File: config.mk
export PLATFORM = sky130hd
export DESIGN_NAME = uart_tx_fifo
export DESIGN_NICKNAME = d
export VERILOG_FILES = /design/src/rtl/uart_tx_fifo_pkg.sv /design/src/rtl/uart_tx_fifo_sync_fifo.sv /design/src/rtl/uart_tx_fifo.sv
export SDC_FILE = /design/constraint.sdc
export NUM_CORES = 2
export LEC_CHECK = 0
export BUFFER_PORTS_ARGS = -buffer_cell sky130_fd_sc_hd__buf_2
export CORE_AREA = 2 2 469 704
export CTS_CLUSTER_DIAMETER = 200
export DETAILED_ROUTE_END_ITERATION = 8
export DIE_AREA = 0 0 471 706
export RECOVER_POWER = 25
export SETUP_SLACK_MARGIN = 0.5
export SLEW_MARGIN = 30
export SYNTH_ARGS = -nofsm -noshare
export SYNTH_HDL_FRONTEND = slang
export SYNTH_HIERARCHICAL = 1
export SYNTH_SLANG_ARGS = --single-unit
File: constraint.sdc
create_clock -name i_clk -period 4.9 [get_ports i_clk]
set_input_delay 0.49 -clock i_clk [delete_from_list [all_inputs] [get_ports i_clk]]
set_output_delay 0.49 -clock i_clk [all_outputs]
set_load 0.02 [all_outputs]
File: src/rtl/uart_tx_fifo_pkg.sv
// Shared types and defaults for the UART transmit FIFO.
// State encodings match the frame phases on the wire.
package uart_tx_fifo_pkg;

  typedef enum logic [1:0] {
    IDLE  = 2'd0,
    START = 2'd1,
    DATA  = 2'd2,
    STOP  = 2'd3
  } tx_state_e;

  // 24 MHz board clock at 115200 baud
  localparam int BAUD_DIV_24M = 208;
  localparam int FIFO_AW_DEF  = 9;

endpackage

File: src/rtl/uart_tx_fifo_sync_fifo.sv
// Single-clock first-word-fall-through byte FIFO.
// Drops writes when full unless a pop frees a slot that cycle.
module sync_fifo #(
  parameter int DW = 8,
  parameter int AW = 9
) (
  input  logic          i_clk,
  input  logic          i_res_n,
  input  logic          wen,
  input  logic [DW-1:0] wdata,
  input  logic          ren,
  output logic [DW-1:0] rdata,
  output logic          full,
  output logic          empty,
  output logic          overflow
);

  localparam int DEPTH = 1 << AW;

  logic [DW-1:0] mem [DEPTH];
  logic [AW-1:0] wptr;
  logic [AW-1:0] rptr;
  logic [AW:0]   count;
  logic          push;
  logic          pop;

  assign pop   = ren && !empty;
  assign push  = wen && (!full || pop);
  assign full  = count[AW];
  assign empty = (count == '0);
  assign rdata = mem[rptr];

  always_ff @(posedge i_clk) begin
    if (push) mem[wptr] <= wdata;
  end

  always_ff @(posedge i_clk or negedge i_res_n) begin
    if (!i_res_n) begin
      wptr     <= '0;
      rptr     <= '0;
      count    <= '0;
      overflow <= 1'b0;
    end else begin
      if (push) wptr <= wptr + 1'b1;
      if (pop)  rptr <= rptr + 1'b1;
      if (push && !pop)      count <= count + 1'b1;
      else if (pop && !push) count <= count - 1'b1;
      if (wen && !push) overflow <= 1'b1;
    end
  end

endmodule

File: src/rtl/uart_tx_fifo.sv
// Buffered 8N1 UART transmitter fed by an unthrottled byte producer.
// Back-to-back frames leave the STOP bit straight into the next START.
module uart_tx_fifo
  import uart_tx_fifo_pkg::*;
#(
  parameter int BAUD_DIV = BAUD_DIV_24M,
  parameter int FIFO_AW  = FIFO_AW_DEF
) (
  input  logic       i_clk,
  input  logic       i_res_n,
  input  logic       i_wen,
  input  logic [7:0] i_wdata,
  output logic       o_uart_tx,
  output logic       o_full,
  output logic       o_empty,
  output logic       o_overflow,
  output logic       o_busy
);

  localparam int BW = $clog2(BAUD_DIV);
  localparam logic [BW-1:0] BAUD_LAST = BW'(BAUD_DIV - 1);

  tx_state_e     state;
  logic [7:0]    shreg;
  logic [2:0]    bit_cnt;
  logic [BW-1:0] baud_cnt;
  logic          baud_end;
  logic          pop;
  logic [7:0]    head;

  assign baud_end = (baud_cnt == BAUD_LAST);
  assign pop = !o_empty &&
               (state == IDLE || (state == STOP && baud_end));
  assign o_busy = (state != IDLE);

  sync_fifo #(
    .DW (8),
    .AW (FIFO_AW)
  ) u_fifo (
    .i_clk    (i_clk),
    .i_res_n  (i_res_n),
    .wen      (i_wen),
    .wdata    (i_wdata),
    .ren      (pop),
    .rdata    (head),
    .full     (o_full),
    .empty    (o_empty),
    .overflow (o_overflow)
  );

  always_ff @(posedge i_clk or negedge i_res_n) begin
    if (!i_res_n) begin
      state     <= IDLE;
      o_uart_tx <= 1'b1;
      shreg     <= '0;
      bit_cnt   <= '0;
      baud_cnt  <= '0;
    end else begin
      unique case (state)
        IDLE: begin
          if (!o_empty) begin
            shreg     <= head;
            o_uart_tx <= 1'b0;
            bit_cnt   <= '0;
            baud_cnt  <= '0;
            state     <= START;
          end
        end
        START: begin
          if (baud_end) begin
            baud_cnt  <= '0;
            o_uart_tx <= shreg[0];
            state     <= DATA;
          end else begin
            baud_cnt <= baud_cnt + 1'b1;
          end
        end
        DATA: begin
          if (baud_end) begin
            baud_cnt <= '0;
            if (bit_cnt == 3'd7) begin
              o_uart_tx <= 1'b1;
              state     <= STOP;
            end else begin
              shreg     <= shreg >> 1;
              o_uart_tx <= shreg[1];
              bit_cnt   <= bit_cnt + 3'd1;
            end
          end else begin
            baud_cnt <= baud_cnt + 1'b1;
          end
        end
        STOP: begin
          if (baud_end) begin
            baud_cnt <= '0;
            // chain straight into the next start bit
            if (!o_empty) begin
              shreg     <= head;
              o_uart_tx <= 1'b0;
              bit_cnt   <= '0;
              state     <= START;
            end else begin
              state <= IDLE;
            end
          end else begin
            baud_cnt <= baud_cnt + 1'b1;
          end
        end
        default: state <= IDLE;
      endcase
    end
  end

endmodule

==> flow_summary_export.csv <==
group,metric,value,unit
status,outcome,"finished, violations left",
status,violations,"max-capacitance violations, max-slew violations",
global_route,antenna_found_initial,27,
routing,dr.pass1.iters,8,
timing,finalSetupTns,0,ns
timing,fin_skew,0.0394,ns
placement,port_buffers,15,
routing,dr_total_vias,84100,
critical_path,crit_type,"in -> reg",
synthesis,syn_area,163000,um2
floorplan,die_w,471,um
clocking,cts.sinks,4147,
synthesis,synth-async-reset-ratio,0.0123,
clocking,cts.path.max_buffers,4,
synthesis,synth.cells.most_frequent,"edfxtp_1, mux4_2, nor2_1",
routing,drtAntennaViolNets,0,
power,p_per_area,377,nW/um2
synthesis,yosys.area.top_type_share,0.755,
synthesis,syn_area_per_cell,20.7,um2
clocking,clkLatencyLatePin,0.97,ns
global_route,grt_pass1_wl,667000,um
global_route,grt_max_degree,162,
job,max-cap-violations,16,
clocking,htree_num_levels,5,
timing,setup_ws,0.446,ns
floorplan,core.rowCount,257,
timing,rsz0062_at_grt,"yes",
critical_path,worst_ep_required_time,5.54,ns
layout,layout-drive-gt1-share,0.242,
global_route,grt_pass1_vias,84600,
clocking,ctsRootBufferMaster,"clkbuf_16",
synthesis,synthesis.instances,7876,
synthesis,yosysTopAreaCell,"edfxtp_1",
global_route,grt_usage,0.285,
synthesis,synth.yosys.warnings,6,
synthesis,yosys.cell_types.count,93,
timing,fmax,225,MHz
timing,relSlewSlack,-2.52,
placement,dp_slack,0.299,ns
floorplan,fp.dieArea,333000,um2
routing,vias_per_cell,6.53,
synthesis,synth-seq-cells,4147,
timing,drv_slew,1270,
clocking,cts_tree,"done",
routing,routed_wl,478000,um
power,seqPwrFrac,0.568,
synthesis,yosys_most_used_dff,"edfxtp_1",
power,intPower,55200,uW
floorplan,io_pins,16,
timing,hold_violations,0,
power,p_sw_frac,0.196,
routing,drt_iter0_drc,11100,
power,power_frac_clock,0.422,
synthesis,synth_nets,7911,
routing,drc,0,
synthesis,yosysMostFrequentCell,"edfxtp_1",
synthesis,synth_edf_count,4096,
critical_path,worstPathMaxFanout,126,
layout,final_cells,12900,
power,p_sw,13500,uW
clocking,cts.clk_slew.worst_paths,0.06,ns
routing,routedWlPerCell,37.1,um
synthesis,yosysSeqAreaShare,0.763,
power,pwr-share-comb,0.010,
critical_path,cp_data_arrival_time,5.10,ns
timing,period_share,0.909,
power,power.leakage,0.0592,uW
synthesis,synth.area.top_cells,"edfxtp_1, mux4_2, mux2i_1",
clocking,numCtsBuffers,372,
placement,dpl.cell_count,12200,
global_route,grt_overflow,0,
floorplan,core-area,326000,um2
floorplan,fp.dieH,706,um
floorplan,initial_core_util,0.499,
critical_path,worst_setup_path_end_kind,"register",
timing,worstMarginPinSlew,5.28,ns
timing,finalSetupViolations,0,
min_path,hold_class,"in -> reg",
critical_path,critPathLaunchType,"input pin",
placement,place.gp.congestion,0.887,
layout,syn_to_final_growth,11.8,%
power,irDropWorstVdd,0.000333,V
timing,post-route-min-period,4.45,ns
layout,fin_nets,8346,
placement,dp_hpwl,301000,um
## cells by family (layout without fill, tap and decap cells)
| group | count (synthesis) | after routing | synth area share |
|---|---|---|---|
| AND/OR/NAND/NOR | 1016 | 1016 | 0.0263 |
| flip-flops | 4147 | 4147 | 0.763 |
| multiplexers | 1267 | 1267 | 0.146 |
| AO/OA/AOI/OAI | 871 | 871 | 0.0376 |
| adder cells (fa/ha/maj) | 24 | 24 | 0.00189 |
| buffers and inverters | 528 | 1256 | 0.0237 |
| other | 0 | 9 | 0 |
| XOR/XNOR | 23 | 23 | 0.00124 |
## power by group through the flow
stage | clock network [uW] | registers (uW) | logic [uW]
2_1_floorplan | 0 | 39700 | 19.1
3_3_place_gp | 0 | 39700 | 675
3_5_place_dp | 0 | 39700 | 719
4_1_cts | 29400 | 38900 | 719
5_1_grt | 30600 | 39000 | 757
6_report | 29000 | 39000 | 709
## what timing repair did
action | CTS | global route
resized for setup | 6 | 39
setup endpoints to repair | 38 | 1300
gates cloned | 0 | 0
pin swaps | 1 | 0
hold endpoints to repair | 51 | 18
hold buffers | 2 | 2
buffers inserted | 4 | 0
## metal layers
metal / up-vias / share of wire / global-route usage
li1: 33500 / - / -
met2: 4516 / 0.50 / 0.475
met3: 949 / 0.089 / 0.0522
met1: 45100 / 0.36 / 0.366
met4: 10 / 0.052 / 0.130
met5: - / 0.00014 / 0
## final timing paths
| check | from | to | slack, ns | cells after the start |
|---|---|---|---|---|
| min in group asynchronous | i_res_n | u_fifo/count[6]$_DFFE_PN0P_ | 1.26 | 3 |
| max reg2reg | u_fifo/rptr[1]$_DFFE_PN0P_ | shreg[3]$_DFFE_PN0P_ | 0.47 | 10 |
| min reg2reg | u_fifo/overflow$_DFFE_PN0P_ | u_fifo/overflow$_DFFE_PN0P_ | 0.50 | 1 |
| max in group asynchronous | i_res_n | u_fifo/rptr[5]$_DFFE_PN0P_ | 1.24 | 3 |
| max | i_wdata[2] | u_fifo/mem[228][2]$_DFFE_PP_ | 0.45 | 3 |
| min | i_wen | u_fifo/overflow$_DFFE_PN0P_ | 0.36 | 4 |
## per-stage QoR
stage | hold WS (ns) | power [uW] | area [um2] | utilization
6_report | 0.360 | 68700 | 182000 | 0.558
2_1_floorplan | 0.194 | 39700 | 163000 | -
3_3_place_gp | 0.474 | 40400 | 170000 | 0.522
3_5_place_dp | 0.476 | 40400 | 170000 | 0.522
4_1_cts | 0.00897 | 69000 | 182000 | 0.558
5_1_grt | 0.385 | 70300 | 182000 | 0.558
## layout make-up
| cell class | instances | area (um2) |
|---|---|---|
| clock inverters | 206 | 1860 |
| flip-flops and latches | 4147 | 124000 |
| fillers | 24500 | 144000 |
| clock buffers | 461 | 9930 |
| diodes | 9 | 22.5 |
| well taps | 4273 | 5350 |
| multi-input cells | 3201 | 35100 |
| repair buffers | 559 | 5360 |
| inverters | 30 | 124 |
## placed cells by master, fill, tap and decap left out, types with 23 or more instances in the layout
cell / Yosys / routed
buf_4: 41 / 431
a22o_1: 32 / 32
edfxtp_1: 4096 / 4096
a211oi_1: 54 / 54
o22ai_1: 102 / 102
o221ai_1: 51 / 51
nor3_1: 27 / 25
nor2_2: 2 / 52
clkinv_1: 2 / 79
mux4_2: 849 / 849
clkbuf_16: 0 / 385
o21ai_0: 85 / 83
a22oi_1: 117 / 117
nand3_1: 48 / 47
mux2_2: 31 / 31
clkinv_2: 0 / 69
o211ai_1: 23 / 23
bufinv_16: 0 / 34
mux2i_1: 361 / 361
mux4_1: 26 / 26
inv_1: 28 / 25
buf_12: 44 / 96
clkbuf_1: 188 / 84
a21oi_1: 173 / 172
a31oi_1: 24 / 23
a221oi_1: 58 / 58
nand2_1: 229 / 210
dfrtp_1: 50 / 43
nor2_1: 584 / 532
## worst max-delay path, cell delays in order
cell and delay, ns:
clkbuf_1 2.20, clkbuf_2 1.51, buf_12 0.46
## flip-flops by register name, summed over array words and instances (netlist names)
signal,cells
baud_cnt,8
u_fifo/rptr,9
o_uart_tx,1
shreg,8
u_fifo/overflow,1
state,2
u_fifo/mem,4096
u_fifo/count,10
u_fifo/wptr,9
bit_cnt,3
(Power assumes the default switching activity.)
